===== src/rtl/snake_game_ctrl_pkg.sv =====
// Shared direction/state codes and grid defaults for the snake game datapath.
// The renderer and body memory import the same package.
package snake_game_ctrl_pkg;

  typedef enum logic [1:0] {
    DIR_UP    = 2'd0,
    DIR_DOWN  = 2'd1,
    DIR_LEFT  = 2'd2,
    DIR_RIGHT = 2'd3
  } dir_e;

  // DEAD sits above the 2-bit window so out_state (low bits) reports it as 0.
  typedef enum logic [2:0] {
    ST_IDLE  = 3'd0,
    ST_RUN   = 3'd1,
    ST_MOVE  = 3'd2,
    ST_CHECK = 3'd3,
    ST_DEAD  = 3'd4
  } state_e;

  localparam int GRID_W_DEF = 40;
  localparam int GRID_H_DEF = 30;

  // Opposite pairs differ only in bit 0 (UP/DOWN, LEFT/RIGHT).
  function automatic dir_e reverse_dir(input dir_e d);
    return dir_e'({d[1], ~d[0]});
  endfunction

endpackage


===== src/rtl/snake_tick_gen.sv =====
// Game-tick divider: pulses tick on the last cycle of each TICK_DIV-cycle window.
// Counter is held at zero whenever enable is low.
module snake_tick_gen #(
  parameter int TICK_DIV = 25_000_000
) (
  input  logic in_clock,
  input  logic in_button_reset,
  input  logic enable,
  output logic tick
);

  localparam int CNT_W = (TICK_DIV > 2) ? $clog2(TICK_DIV) : 1;
  localparam logic [CNT_W-1:0] CNT_TC = CNT_W'(TICK_DIV - 1);

  logic [CNT_W-1:0] r_cnt;
  logic             w_tc;

  assign w_tc = (r_cnt == CNT_TC);
  assign tick = enable & w_tc;

  always_ff @(posedge in_clock) begin
    if (in_button_reset || !enable || w_tc) begin
      r_cnt <= '0;
    end else begin
      r_cnt <= r_cnt + CNT_W'(1);
    end
  end

endmodule


===== src/rtl/snake_game_ctrl.sv =====
// Snake game sequencer: button edge-detect and heading, tick pacing, head
// movement with wall/self/food handling, and step/grow strobes to body memory.
//
// state | meaning
// IDLE  | waiting for first accepted press, tick counter held at 0
// RUN   | counting game-tick cycles
// MOVE  | commit heading, advance head or die on wall
// CHECK | sample self-hit, issue step/grow/food strobes
// DEAD  | frozen until reset
module snake_game_ctrl
  import snake_game_ctrl_pkg::*;
#(
  parameter int GRID_W    = GRID_W_DEF,
  parameter int GRID_H    = GRID_H_DEF,
  parameter int X_W       = 6,
  parameter int Y_W       = 5,
  parameter int TICK_DIV  = 25_000_000,
  parameter int START_LEN = 3,
  parameter int MAX_LEN   = 64,
  parameter int LEN_W     = $clog2(MAX_LEN + 1)
) (
  input  logic             in_clock,
  input  logic             in_button_reset,
  input  logic             in_button_up,
  input  logic             in_button_down,
  input  logic             in_button_left,
  input  logic             in_button_right,
  input  logic [X_W-1:0]   in_food_x,
  input  logic [Y_W-1:0]   in_food_y,
  input  logic             in_self_hit,
  output logic [X_W-1:0]   out_head_x,
  output logic [Y_W-1:0]   out_head_y,
  output logic [1:0]       out_dir,
  output logic [1:0]       out_state,
  output logic             out_step,
  output logic             out_grow,
  output logic             out_food_req,
  output logic [LEN_W-1:0] out_length
);

  localparam logic [X_W-1:0]   X_MAX     = X_W'(GRID_W - 1);
  localparam logic [Y_W-1:0]   Y_MAX     = Y_W'(GRID_H - 1);
  localparam logic [X_W-1:0]   X_START   = X_W'(GRID_W / 2);
  localparam logic [Y_W-1:0]   Y_START   = Y_W'(GRID_H / 2);
  localparam logic [LEN_W-1:0] LEN_START = LEN_W'(START_LEN);
  localparam logic [LEN_W-1:0] LEN_MAX   = LEN_W'(MAX_LEN);

  state_e           r_state, w_state_next;
  dir_e             r_dir, r_pend_dir, w_press_dir;
  logic [3:0]       w_btn_in, r_btn_lvl, r_btn_prev, w_press;
  logic             w_accept, w_tick, w_run_en, w_wall, w_food_hit;
  logic [X_W-1:0]   r_head_x, w_next_x;
  logic [Y_W-1:0]   r_head_y, w_next_y;
  logic [LEN_W-1:0] r_length;
  logic             r_step, r_grow, r_food_req;
  logic             w_step_n, w_grow_n, w_food_n;

  // Bit index equals the direction code.
  assign w_btn_in = {in_button_right, in_button_left, in_button_down, in_button_up};
  assign w_press  = r_btn_lvl & ~r_btn_prev;

  always_comb begin
    w_press_dir = DIR_RIGHT;
    if (w_press[0])      w_press_dir = DIR_UP;
    else if (w_press[1]) w_press_dir = DIR_DOWN;
    else if (w_press[2]) w_press_dir = DIR_LEFT;
  end

  assign w_accept = (|w_press) && (w_press_dir != reverse_dir(r_dir)) &&
                    (r_state != ST_DEAD);

  assign w_run_en = (r_state == ST_RUN);

  snake_tick_gen #(
    .TICK_DIV (TICK_DIV)
  ) u_tick_gen (
    .in_clock        (in_clock),
    .in_button_reset (in_button_reset),
    .enable          (w_run_en),
    .tick            (w_tick)
  );

  always_comb begin
    w_next_x = r_head_x;
    w_next_y = r_head_y;
    w_wall   = 1'b0;
    case (r_pend_dir)
      DIR_UP: begin
        w_wall   = (r_head_y == '0);
        w_next_y = r_head_y - Y_W'(1);
      end
      DIR_DOWN: begin
        w_wall   = (r_head_y == Y_MAX);
        w_next_y = r_head_y + Y_W'(1);
      end
      DIR_LEFT: begin
        w_wall   = (r_head_x == '0);
        w_next_x = r_head_x - X_W'(1);
      end
      default: begin
        w_wall   = (r_head_x == X_MAX);
        w_next_x = r_head_x + X_W'(1);
      end
    endcase
  end

  assign w_food_hit = (r_head_x == in_food_x) && (r_head_y == in_food_y);

  always_comb begin
    w_state_next = r_state;
    w_step_n     = 1'b0;
    w_grow_n     = 1'b0;
    w_food_n     = 1'b0;
    case (r_state)
      ST_IDLE:  if (w_accept) w_state_next = ST_RUN;
      ST_RUN:   if (w_tick) w_state_next = ST_MOVE;
      ST_MOVE:  w_state_next = w_wall ? ST_DEAD : ST_CHECK;
      ST_CHECK: begin
        if (in_self_hit) begin
          w_state_next = ST_DEAD;
        end else begin
          w_state_next = ST_RUN;
          w_step_n     = 1'b1;
          w_food_n     = w_food_hit;
          w_grow_n     = w_food_hit && (r_length < LEN_MAX);
        end
      end
      default:  w_state_next = ST_DEAD;
    endcase
  end

  always_ff @(posedge in_clock) begin
    if (in_button_reset) r_state <= ST_IDLE;
    else                 r_state <= w_state_next;
  end

  always_ff @(posedge in_clock) begin
    if (in_button_reset) begin
      r_btn_lvl  <= '0;
      r_btn_prev <= '0;
      r_head_x   <= X_START;
      r_head_y   <= Y_START;
      r_dir      <= DIR_RIGHT;
      r_pend_dir <= DIR_RIGHT;
      r_length   <= LEN_START;
      r_step     <= 1'b0;
      r_grow     <= 1'b0;
      r_food_req <= 1'b0;
    end else begin
      r_btn_lvl  <= w_btn_in;
      r_btn_prev <= r_btn_lvl;
      r_step     <= w_step_n;
      r_grow     <= w_grow_n;
      r_food_req <= w_food_n;
      // MOVE reads the old pending heading, so a press landing here waits a tick.
      if (w_accept) r_pend_dir <= w_press_dir;
      if (r_state == ST_MOVE) begin
        r_dir <= r_pend_dir;
        if (!w_wall) begin
          r_head_x <= w_next_x;
          r_head_y <= w_next_y;
        end
      end
      if (w_grow_n) r_length <= r_length + LEN_W'(1);
    end
  end

  assign out_head_x   = r_head_x;
  assign out_head_y   = r_head_y;
  assign out_dir      = r_dir;
  assign out_state    = r_state[1:0];
  assign out_step     = r_step;
  assign out_grow     = r_grow;
  assign out_food_req = r_food_req;
  assign out_length   = r_length;

endmodule


===== config.mk =====
export PLATFORM = sky130hd
export DESIGN_NAME = snake_game_ctrl
export DESIGN_NICKNAME = d
export VERILOG_FILES = /design/src/rtl/snake_game_ctrl_pkg.sv /design/src/rtl/snake_tick_gen.sv /design/src/rtl/snake_game_ctrl.sv
export SDC_FILE = /design/constraint.sdc
export NUM_CORES = 1
export LEC_CHECK = 0
export CORE_ASPECT_RATIO = 1.1
export CORE_MARGIN = 5
export CORE_UTILIZATION = 45
export DETAILED_ROUTE_END_ITERATION = 10
export PLACE_DENSITY_LB_ADDON = 0.1
export SYNTH_ARGS = -nofsm -noshare
export SYNTH_HDL_FRONTEND = slang
export SYNTH_SLANG_ARGS = --single-unit

===== constraint.sdc =====
create_clock -name in_clock -period 5.35 [get_ports in_clock]
set_input_delay 0.535 -clock in_clock [delete_from_list [all_inputs] [get_ports in_clock]]
set_output_delay 0.535 -clock in_clock [all_outputs]
set_load 0.02 [all_outputs]

# Word-level counts from Yosys, hierarchy flattened
# Cells that the tools add are included.
[word_totals] ff_bits=61 in_bits=18 output_inout_bits=25 word_cells=73
[classes] n_addsub=6 order_cmp=1 n_eq_ne=14 mux=14 bitwise=7 n_reduce_logical=19
[op_table] operator="$add A25 B1 Y25 const B" count=1
[op_table] operator="$eq A25 B25 Y1 const B" count=1
[op_table] operator="$mux W3" count=4
[op_table] operator="$pmux W3 S4" count=1
[op_table] operator="$pmux W6 S2" count=1
[op_table] operator="$pmux W5 S2" count=1
[op_table] operator="$add A7 B1 Y7 const B" count=1
[op_table] operator="$lt A7 B7 Y1 const B" count=1
[op_table] operator="$add A6 B1 Y6 const B" count=1
[op_table] operator="$eq A3 B2 Y1 const B" count=2
[op_table] operator="$eq A6 B6 Y1" count=1
[op_table] operator="$eq A6 B6 Y1 const B" count=1
[op_table] operator="$logic_not A6 Y1" count=1
[op_table] operator="$reduce_and A3 Y1" count=2
[op_table] operator="$sub A6 B1 Y6 const B" count=1
[op_table] operator="$add A5 B1 Y5 const B" count=1
[op_table] operator="$eq A5 B5 Y1" count=1
[op_table] operator="$eq A5 B5 Y1 const B" count=1
[op_table] operator="$logic_not A5 Y1" count=1
[op_table] operator="$sub A5 B1 Y5 const B" count=1
[op_table] operator="$and A4 B4 Y4" count=1
[op_table] operator="$logic_and A1 B1 Y1" count=4
[op_table] operator="$mux W1" count=4
[op_table] operator="$mux W2" count=2
[op_table] operator="other kinds (19)" count=25

# Depth between registers and ports, before layout
# Gate-level depths: netlist of the first run.
[depth] word_depth=10 depth_mapped=9 depth_no_buf=8

# By module
# A second synthesis of the first run with hierarchy kept.
[hier_totals] hier_cells=355 hier_area_um2=3218.1
[by_module_without_submodules] module="snake_game_ctrl" instances=1 cells_per_inst=216 area_per_inst_um2=2014.4 seq_area_each_um2=720.7
[by_module_without_submodules] module="snake_tick_gen" instances=1 cells_per_inst=139 area_per_inst_um2=1203.7 seq_area_each_um2=500.5

# Worst setup path after synthesis of the first run
# No wires, ideal clock.
[synth_path] path_type="flip-flop to flip-flop" start="register r_pend_dir[0]" end="register r_head_x[5], in the netlist out_head_x[5]" setup_time_ns=0.123 arrival_ns=2.014 t_required_ns=5.227 slack_ns=3.213 path_stages_with_launch=10 n_path_buf=1 synth_period_minus_slack_ns=2.137 cell_sequence="dfxtp_1 clkbuf_1 nand2b_1 inv_1 ha_1 a211oi_1 o21ai_0 a21o_1 a21oi_1 mux2_1"
[synth_between] elab_chain_len=4 elab_cells_between_ends=9 cone_classes="eq/ne (2); mux (2); bitwise (2); reduce/logical (3)"
[synth_rtl] item="start, declared" line_no="snake_game_ctrl.sv:49" rtl="dir_e r_dir, r_pend_dir, w_press_dir;"
[synth_rtl] item="start signal, assigned" line_no="snake_game_ctrl.sv:156" rtl="if (w_accept) r_pend_dir <= w_press_dir;"
[synth_rtl] item="$eq A2 B2 Y1, or another cell as far along" line_no="snake_game_ctrl.sv:87" rtl="case (r_pend_dir)"
[synth_rtl] item="$pmux W1 S3 / $reduce_or A2 Y1 (equally long branches)"
[synth_rtl] item="$not A1 Y1 (no line)"
[synth_rtl] item="$reduce_and A3 Y1 (no line)"
[synth_rtl] item="end signal, assigned" line_no="snake_game_ctrl.sv:160" rtl="r_head_x <= w_next_x;"
[synth_rtl] item="end, declared" line_no="snake_game_ctrl.sv:52" rtl="logic [X_W-1:0] r_head_x, w_next_x;"
# Several ways; a longest one is shown, not always the timed one.
# A chain may end at the register's enable or synchronous reset.

# Worst setup path after layout of the first run
# Same ends and word-level chain as after synthesis.

==> results of run 1 <==
==> registers in the layout, indices dropped and copies added (netlist names) <==
name,count
u_tick_gen.r_cnt,25
out_length,7
out_head_x,6
out_head_y,5
r_btn_lvl,4
r_btn_prev,4
r_state,3
out_dir,2
r_pend_dir,2
out_food_req,1
out_grow,1
out_step,1
==> power groups by stage <==
stage                     combinational (µW)  clock, µW  sequential (µW)
after global routing                    91.1        510              473
after floorplan                         59.9          0              478
after detailed placement                81.8          0              482
after CTS                               82.6        487              472
after global placement                  80.0          0              482
final                                   81.5        476              472
==> critical path: stages, from the launching register on <==
cell	delay [ns]
dfxtp_1	0.54
nand2b_1	0.20
inv_1	0.10
ha_1	0.30
a211oi_1	0.25
o21ai_0	0.16
a21o_1	0.17
a21oi_1	0.15
mux2_1	0.33
==> cell families after synthesis <==
kind of cell,Yosys count,synth area share (%)
multiplexers,9,3.060
AO/OA/AOI/OAI,44,9.470
buffers and inverters,25,3.474
flip-flops,61,40.36
XOR/XNOR,43,12.45
adder cells (fa/ha/maj),11,5.046
AND/OR/NAND/NOR,144,26.14
==> how the worst min path moves through the flow <==
stage | startpoint | to | slack (ns)
3_3_place_gp | r_btn_lvl[2]$_SDFF_PP0_ | r_btn_prev[2]$_SDFF_PP0_ | 0.44
6_report | r_btn_lvl[1]$_SDFF_PP0_ | r_btn_prev[1]$_SDFF_PP0_ | 0.46
4_1_cts | r_btn_lvl[1]$_SDFF_PP0_ | r_btn_prev[1]$_SDFF_PP0_ | 0.47
5_1_grt | r_btn_lvl[1]$_SDFF_PP0_ | r_btn_prev[1]$_SDFF_PP0_ | 0.49
3_5_place_dp | r_btn_lvl[2]$_SDFF_PP0_ | r_btn_prev[2]$_SDFF_PP0_ | 0.45
2_1_floorplan | r_btn_lvl[1]$_SDFF_PP0_ | r_btn_prev[1]$_SDFF_PP0_ | 0.43
==> cell usage in the layout (no fill, tap or decap), drive strengths merged, types with 2 or more instances in the layout <==
| master | synthesis | final |
|---|---|---|
| nand4 | 9 | 9 |
| nand2 | 23 | 23 |
| nor2b | 12 | 12 |
| nand2b | 5 | 5 |
| mux2i | 7 | 7 |
| and3 | 2 | 2 |
| nor4 | 7 | 7 |
| xnor2 | 19 | 19 |
| ha | 9 | 9 |
| inv | 14 | 15 |
| nand3 | 19 | 19 |
| a21oi | 15 | 15 |
| a21o | 7 | 7 |
| dfxtp | 61 | 61 |
| or2 | 2 | 2 |
| and2 | 3 | 3 |
| a211oi | 2 | 2 |
| nor3b | 4 | 4 |
| clkbuf | 6 | 11 |
| nor3 | 2 | 2 |
| and4 | 5 | 5 |
| xor2 | 24 | 24 |
| o211ai | 5 | 5 |
| fa | 2 | 2 |
| or4 | 4 | 4 |
| clkdlybuf4s50 | 0 | 42 |
| mux2 | 2 | 2 |
| nor2 | 39 | 39 |
| bufinv | 0 | 2 |
| nand4b | 3 | 3 |
| o21ai | 6 | 6 |
| o31ai | 2 | 2 |
==> final cells by class <==
type / instances / area (µm²)
fillers: 590 / 2819
multi-input cells: 251 / 1699
flip-flops and latches: 61 / 1221
repair buffers: 43 / 427.9
clock buffers: 11 / 151.4
well taps: 82 / 102.6
clock inverters: 5 / 81.33
inverters: 14 / 52.55
==> routing by layer <==
layer  GRT usage (%)  up-vias  wire length, µm
li1                -     1260                -
met1           18.77     1134             2934
met2           26.18       46             2829
met3           5.822       12              377
met4           5.668        0              112
met5               0        -                0
==> stage by stage <==
stage | total power [µW] | util, % | hold slack (ns) | instance area (µm²)
5_1_grt | 1074 | 57.00 | 0.4950 | 3736
4_1_cts | 1041 | 57.00 | 0.4663 | 3736
2_1_floorplan | 538.1 | - | 0.4297 | 3025
3_3_place_gp | 562.5 | 53.45 | 0.4421 | 3503
3_5_place_dp | 564.3 | 53.45 | 0.4464 | 3503
6_report | 1029 | 57.00 | 0.4632 | 3736
==> flow_results.org, run 1 <==
** Pwr
- Power per Cell Area :: 275.4 mW/mm²
- The share of total power dissipated in combinational logic is 7.9%.
- The analysis attributes to cell leakage a power of between 0.001 and 0.0015 µW.
- IR analysis of the VDD net gives a maximum drop of between 150 and 200 µV.
- Internal portion of total power :: between 700 and 800 µW
- Power share of the clock group :: a little under half
- Reg power frac :: between 40% and 50%
- For this design the total switching power over the nets is 240.4 µW.
- Switching power as a share of total power :: between 20% and 30%

** Yosys
- Leading cell types by count after synthesis :: dfxtp_1 (61), nor2_1 (39), xor2_1 (24)
- After synthesis, the netlist uses 51 different library cells.
- Number of cells produced by synthesis :: 337
- Top FF cell, synth :: dfxtp_1
- Counting flops with an async set or reset pin after synthesis yields a share of 0%.
- Count of warnings emitted by yosys :: 0
- Proportion of netlist area held by the largest area contributor :: 40.36%
- Biggest area contributors in the synthesized netlist :: dfxtp_1 (40%), xor2_1 (6.9%), xnor2_1 (5.5%), nor2_1 (4.8%), ha_1 (3.7%)
- Among all cell types in the netlist, the one instantiated most often is dfxtp_1.
- Seq cells post-synth :: 61
- Fraction of the yosys area taken by sequential cells :: 40.36%
- Number of synthesized flops with an enable pin :: 0
- Area leader, netlist :: dfxtp_1
- In this run the cell area of the synthesized design comes to between 0.003 and 0.004 mm².
- Counting every net in the synthesized netlist gives 366.
- Mean cell area of the mapped netlist :: 8.977 µm²

** Floorplan
- During I/O placement, the number of pins put on the boundary was 43.
- The floorplan has 31 rows.
- Die boundary width :: 88.18 µm
- Placeable Area :: 0.006555 mm²
- The die covers 0.008465 mm².
- Initial core utilization :: around 46%
- Die Y-Extent :: approximately 96 µm

** Worst setup path
- R2r startpoint :: r_pend_dir[0]$_SDFFE_PP1P_
- Measured in cells, the most critical reg-to-reg path has a length of 8.
- Along the worst path, the maximum fanout reaches 10.
- The endpoint identified for the worst register-to-register timing path is out_head_x[5]$_SDFFE_PP0P_.
- STA classifies the critical path startpoint as a flip-flop.
- Required time reported for the critical path endpoint :: 5.59 ns
- The critical path ends at out_head_x[5]$_SDFFE_PP0P_.
- In this run the worst setup path begins at r_pend_dir[0]$_SDFFE_PP1P_.
- Crit end category :: flip-flop
- Worst reg2reg setup slack :: 3.03 ns
- Data on the critical path arrives at its endpoint at 2.55 ns.
- Start-to-end type of the worst setup path :: flip-flop to flip-flop

** Timing
- The final hold violation count was 0.
- Adding up every negative setup slack in the final design gives 0 ns.
- Minimum setup slack in the final design :: 3.035 ns
- Skew final :: 0.008598 ns
- Based on the critical path, the design can be clocked at up to 0.4319 GHz.
- Number of max-slew violations in the final report :: 0
- Headroom to the max-slew limit came out at between 40 and 50%.
- Setup violations remaining at the end of the flow were counted as 0.
- Period utilization :: between 40 and 50%
- Slew at the pin with the worst max-slew slack :: approximately 0.87 ns
- The worst path needs ~2.3 ns of the cycle, external delays included.
- Unrepaired setup endpoints after global routing :: false

** Finish
- Antenna fix cells :: 0
- Share of cells above drive strength 1 :: ~6.5%
- After the flow finishes, the layout carries non-filler instances totaling ~470.
- NumNets Final :: 409
- The area growth from synthesis to layout is 23.49%.

** Global route
- Summed over all layers, the global routing overflow is 0.
- Global-route total usage across every layer :: roughly 16%
- Number of antenna violations at the first check in global routing :: 0
- Maximum number of pins on one net before global-route repair :: 27
- Number of global-route vias before repair :: 2,326
- The first global-routing pass estimated 10.41 mm of wire.

** Clocking
- CTS saw 61 sinks.
- Post-CTS timing repair inserted 0 buffers for setup.
- In this run, post-CTS hold repair placed 0 buffers.
- The tree is rooted in a clkbuf_8.
- Number of clock buffers inserted by TritonCTS :: 9
- After clock tree synthesis, the repair step resized 0 gates.
- Clock slew seen by the registers of the worst setup and hold paths :: 0.07 ns
- CTS tree :: done
- The longest clock path from root to sink contains 2 buffers.
- The clock tree synthesis step divided the H-tree into 3 levels.
- For the worst-skew pair, the clock arrives at the later sink with an insertion delay of 0.34 ns.

** Outcome
- Run status :: finished clean

** Route
- Routed Antenna Nets :: 0
- DRC violation total after the first TritonRoute iteration :: 85
- Wire length per cell :: 13.39 µm
- DRC viols :: 0
- Wires add up to 6.254 mm.
- For this block, the via count after detailed routing is 2,452.
- Number of optimization iterations in the first detailed-route pass :: 4
- Using the TritonRoute via totals, the vias-per-cell ratio works out to 5.251.

** Placed design
- DP Cell Count :: 451
- Placement-stage worst setup slack :: 2.764 ns
- At the end of routability-driven placement, the weighted congestion stood at just under 0.8.
- Input/output buffers :: 42
- Once detailed placement completed, the half-perimeter wirelength came to between 4 and 5 mm.

** Min path
- Hold Path Depth :: 1
- Tightest Hold Check Type :: flip-flop to flip-flop

** Run
- Max-cap viol count :: 0
Power figures use the tool's default switching activity.
==> run 2: changes to the inputs <==
==> constraint.sdc (replaced) <==
create_clock -name in_clock -period 2.14 [get_ports in_clock]
set_input_delay 0.214 -clock in_clock [delete_from_list [all_inputs] [get_ports in_clock]]
set_output_delay 0.214 -clock in_clock [all_outputs]
set_load 0.02 [all_outputs]
==> flow_results.org, run 2 (same netlist as run 1, synthesis figures left out) <==
** Route
- The antenna violation net count after detailed routing was 0 (unchanged).
- Detailed-route via count :: 2,535 (+3.4%)
- The total length of routed wires came to 6.311 mm (+0.91%).
- The via count normalized by instance count came to 5.173 (-1.5%).
- The number of iterations in the first detailed-routing pass came to 5 (+1).
- DRC viols :: 0 (unchanged)
- Wire length per cell :: 12.88 µm (-3.8%)
- DRC violation total after the first TritonRoute iteration :: 78 (-8.2%)

** Floorplan
- Die boundary width :: 88.18 µm (unchanged)
- Initial core utilization :: 46.15% (unchanged)
- Placeable Area :: 0.006555 mm² (unchanged)
- Number of standard-cell rows in the floorplan :: 31 (unchanged)
- Die ar. :: 0.008465 mm² (unchanged)
- Number of I/O pins :: 43 (unchanged)
- The vertical extent of the die is 96.00 µm (unchanged).

** Finish
- Synthesis-to-finish area growth :: 28.04%
- The number of filler cells placed in the layout came to 594 (+0.68%).
- NumNets Final :: 433 (+5.9%)
- Max reg flops :: 25 (unchanged)
- Antenna fix cells :: 0 (unchanged)
- Post-layout util :: 59.10% (+2.1 points)
- The total area of sequential cells is 0.001224 mm² (+0.20%).
- In the layout the commonest cells are dfxtp_1 (59), clkdlybuf4s50_1 (42), nor2_1 (39), buf_4 (25), xor2_1 (24).
- u_tick_gen.r_cnt holds more flip-flops than any other register.
- The multi-input logic area came to 0.001707 mm² (+0.44%).
- The library cell used most frequently in the layout, excluding fill and tap cells, is dfxtp_1.
- The fraction of final layout cells sized beyond drive strength 1 is 12.50% (+6.0 points).
- Final design instance area without fill :: 0.003874 mm² (+3.7%)

** Clocking
- The cts-stage hold buffer count was 0 (unchanged).
- The H-tree depth reported by CTS came to 3 (unchanged).
- The clock sink count is 61 (unchanged).
- Clock root cell :: clkbuf_8
- The clock insertion delay at the later pin of the skew report came to 0.34 ns (about the same).
- Clock slew seen by the registers of the worst setup and hold paths :: 0.07 ns (about the same)
- The number of buffers inserted during clock tree synthesis was 9 (unchanged).
- Maximum count of clock buffers along a single path :: 2 (unchanged)
- CTS tree :: done
- Setup Buffers After CTS :: 0 (unchanged)
- Count of cells resized by post-cts repair :: 0 (unchanged)

** Worst setup path
- Data arrival, critical path :: 2.23 ns (-0.32 ns)
- Crit end category :: flip-flop
- The worst setup path is of the flip-flop to flip-flop kind.
- Required time reported for the critical path endpoint :: 2.36 ns (-3.23 ns)
- The worst setup path is launched from a flip-flop.
- Peak fanout along the critical path :: 6 (-4)

** Global route
- Maximum number of pins on one net before global-route repair :: 26 (-3.7%)
- Wire length of the first global-routing pass :: 10.80 mm (+3.7%)
- Number of global-route vias before repair :: 2,492 (+7.1%)
- The total congestion overflow after global routing came to 0 (unchanged).
- Global-route total usage across every layer :: 16.31% (+0.49 points)
- The number of antenna violations at the first check in global routing is 0 (unchanged).

** Min path
- In this run the worst hold path is classified as input port to flip-flop.

** Pwr
- The power density of the placed cells was 613.8 mW/mm² (+120%).
- LEAKAGE :: 0.001448 µW (+6.6%)
- IR Drop Worst-Case VDD :: 564.0 µV (+210%)

** Timing
- Setup repair after global routing left no endpoint under its margin.
- Skew final :: 0.009043 ns (+0.0004447 ns)
- The final setup violation count is 0 (unchanged).
- The count of pins over their slew limit came to 0 (unchanged).
- The final critical delay including setup and external delays was 2.008 ns (-0.3074 ns).
- Slew at the pin with the worst max-slew slack :: 0.4609 ns (-0.4074 ns)
- The maximum clock frequency came to 0.4980 GHz (+15%).
- Accumulated negative setup slack :: 0 ns (unchanged)
- Worst slew margin relative to its limit :: 68.99% (+27 points)
- The final hold violation count is 0 (unchanged).
- The share of the clock period used by the worst path after layout was 93.84% (+51 points).

** Placed design
- The post-detailed-placement half-perimeter wirelength was 4.675 mm (+5.9%).
- The final weighted congestion in routability-driven placement was 0.8944 (+13%).
- Area post-placement :: 0.003684 mm² (+5.1%)
- Input/output buffers :: 42 (unchanged)

** Run
- Max-cap viol count :: 0 (unchanged)

** Outcome
- The flow ran to the end, and the final reports show no timing, DRC or antenna violations.
-- run 2: cell count changes in the layout (fill, tap and decap cells not counted), moves of 2 or more --
cell	change
buf_4	+24
clkbuf_8	-2
clkinv_2	+2
dfxtp_1	-2
dfxtp_2	+2
-- run 2: critical path, cell delays in order, from the launching register on --
cell      delay (ns)
dfxtp_2         0.38
nand2b_1        0.14
inv_1           0.09
ha_1            0.32
a211oi_2        0.22
o21ai_1         0.11
a21o_1          0.16
a21oi_1         0.16
mux2_1          0.33
-- run 2: per-layer routing --
layer  vias up  GRT usage (%)  routed length, µm
met2        48          26.81               2879
met4         0          7.935                112
met3         9          4.623                409
met1      1172          19.46               2910
met5         -              0                  0
li1       1306              -                  -
-- run 2: path summary, 6_finish.rpt --
kind                                                 start  cells after the start  slack [ns]                    endpoint
worst max-delay path            r_pend_dir[0]$_SDFFE_PP1P_                      8        0.13  out_head_x[5]$_SDFFE_PP0P_
worst min register to register     r_btn_lvl[3]$_SDFF_PP0_                      1        0.46    r_btn_prev[3]$_SDFF_PP0_
worst max register to register  r_pend_dir[0]$_SDFFE_PP1P_                      8        0.13  out_head_x[5]$_SDFFE_PP0P_
worst min-delay path                        in_button_left                      2        0.43     r_btn_lvl[2]$_SDFF_PP0_
-- run 2: cell type report --
cell class,instances,share of cell area (%)
inverters,14,1.357
clock inverters,5,1.357
repair buffers,67,15.70
clock buffers,10,3.295
flip-flops and latches,61,31.59
well taps,82,2.649
multi-input cells,251,44.06
-- run 2: through the flow --
| stage | instances | total power (µW) | hold slack, ns | worst slack [ns] |
|---|---|---|---|---|
| floorplan | 337 | 1345 | 0.3422 | 0.002522 |
| detailed placement | 475 | 1437 | 0.4499 | -0.07364 |
| global route | 490 | 2494 | 0.4193 | 0.01953 |
| CTS | 490 | 2413 | 0.4096 | 0.02774 |
| global placement | 475 | 1434 | 0.4422 | -0.01416 |
| finish | 490 | 2378 | 0.4296 | 0.1319 |
-- run 2: power by group --
group          switching (µW)  leakage, µW  internal (µW)  total (µW)
sequential               14.8     0.000494           1160        1170
combinational             122     0.000862            121         243
clock                     439    0.0000919            525         964
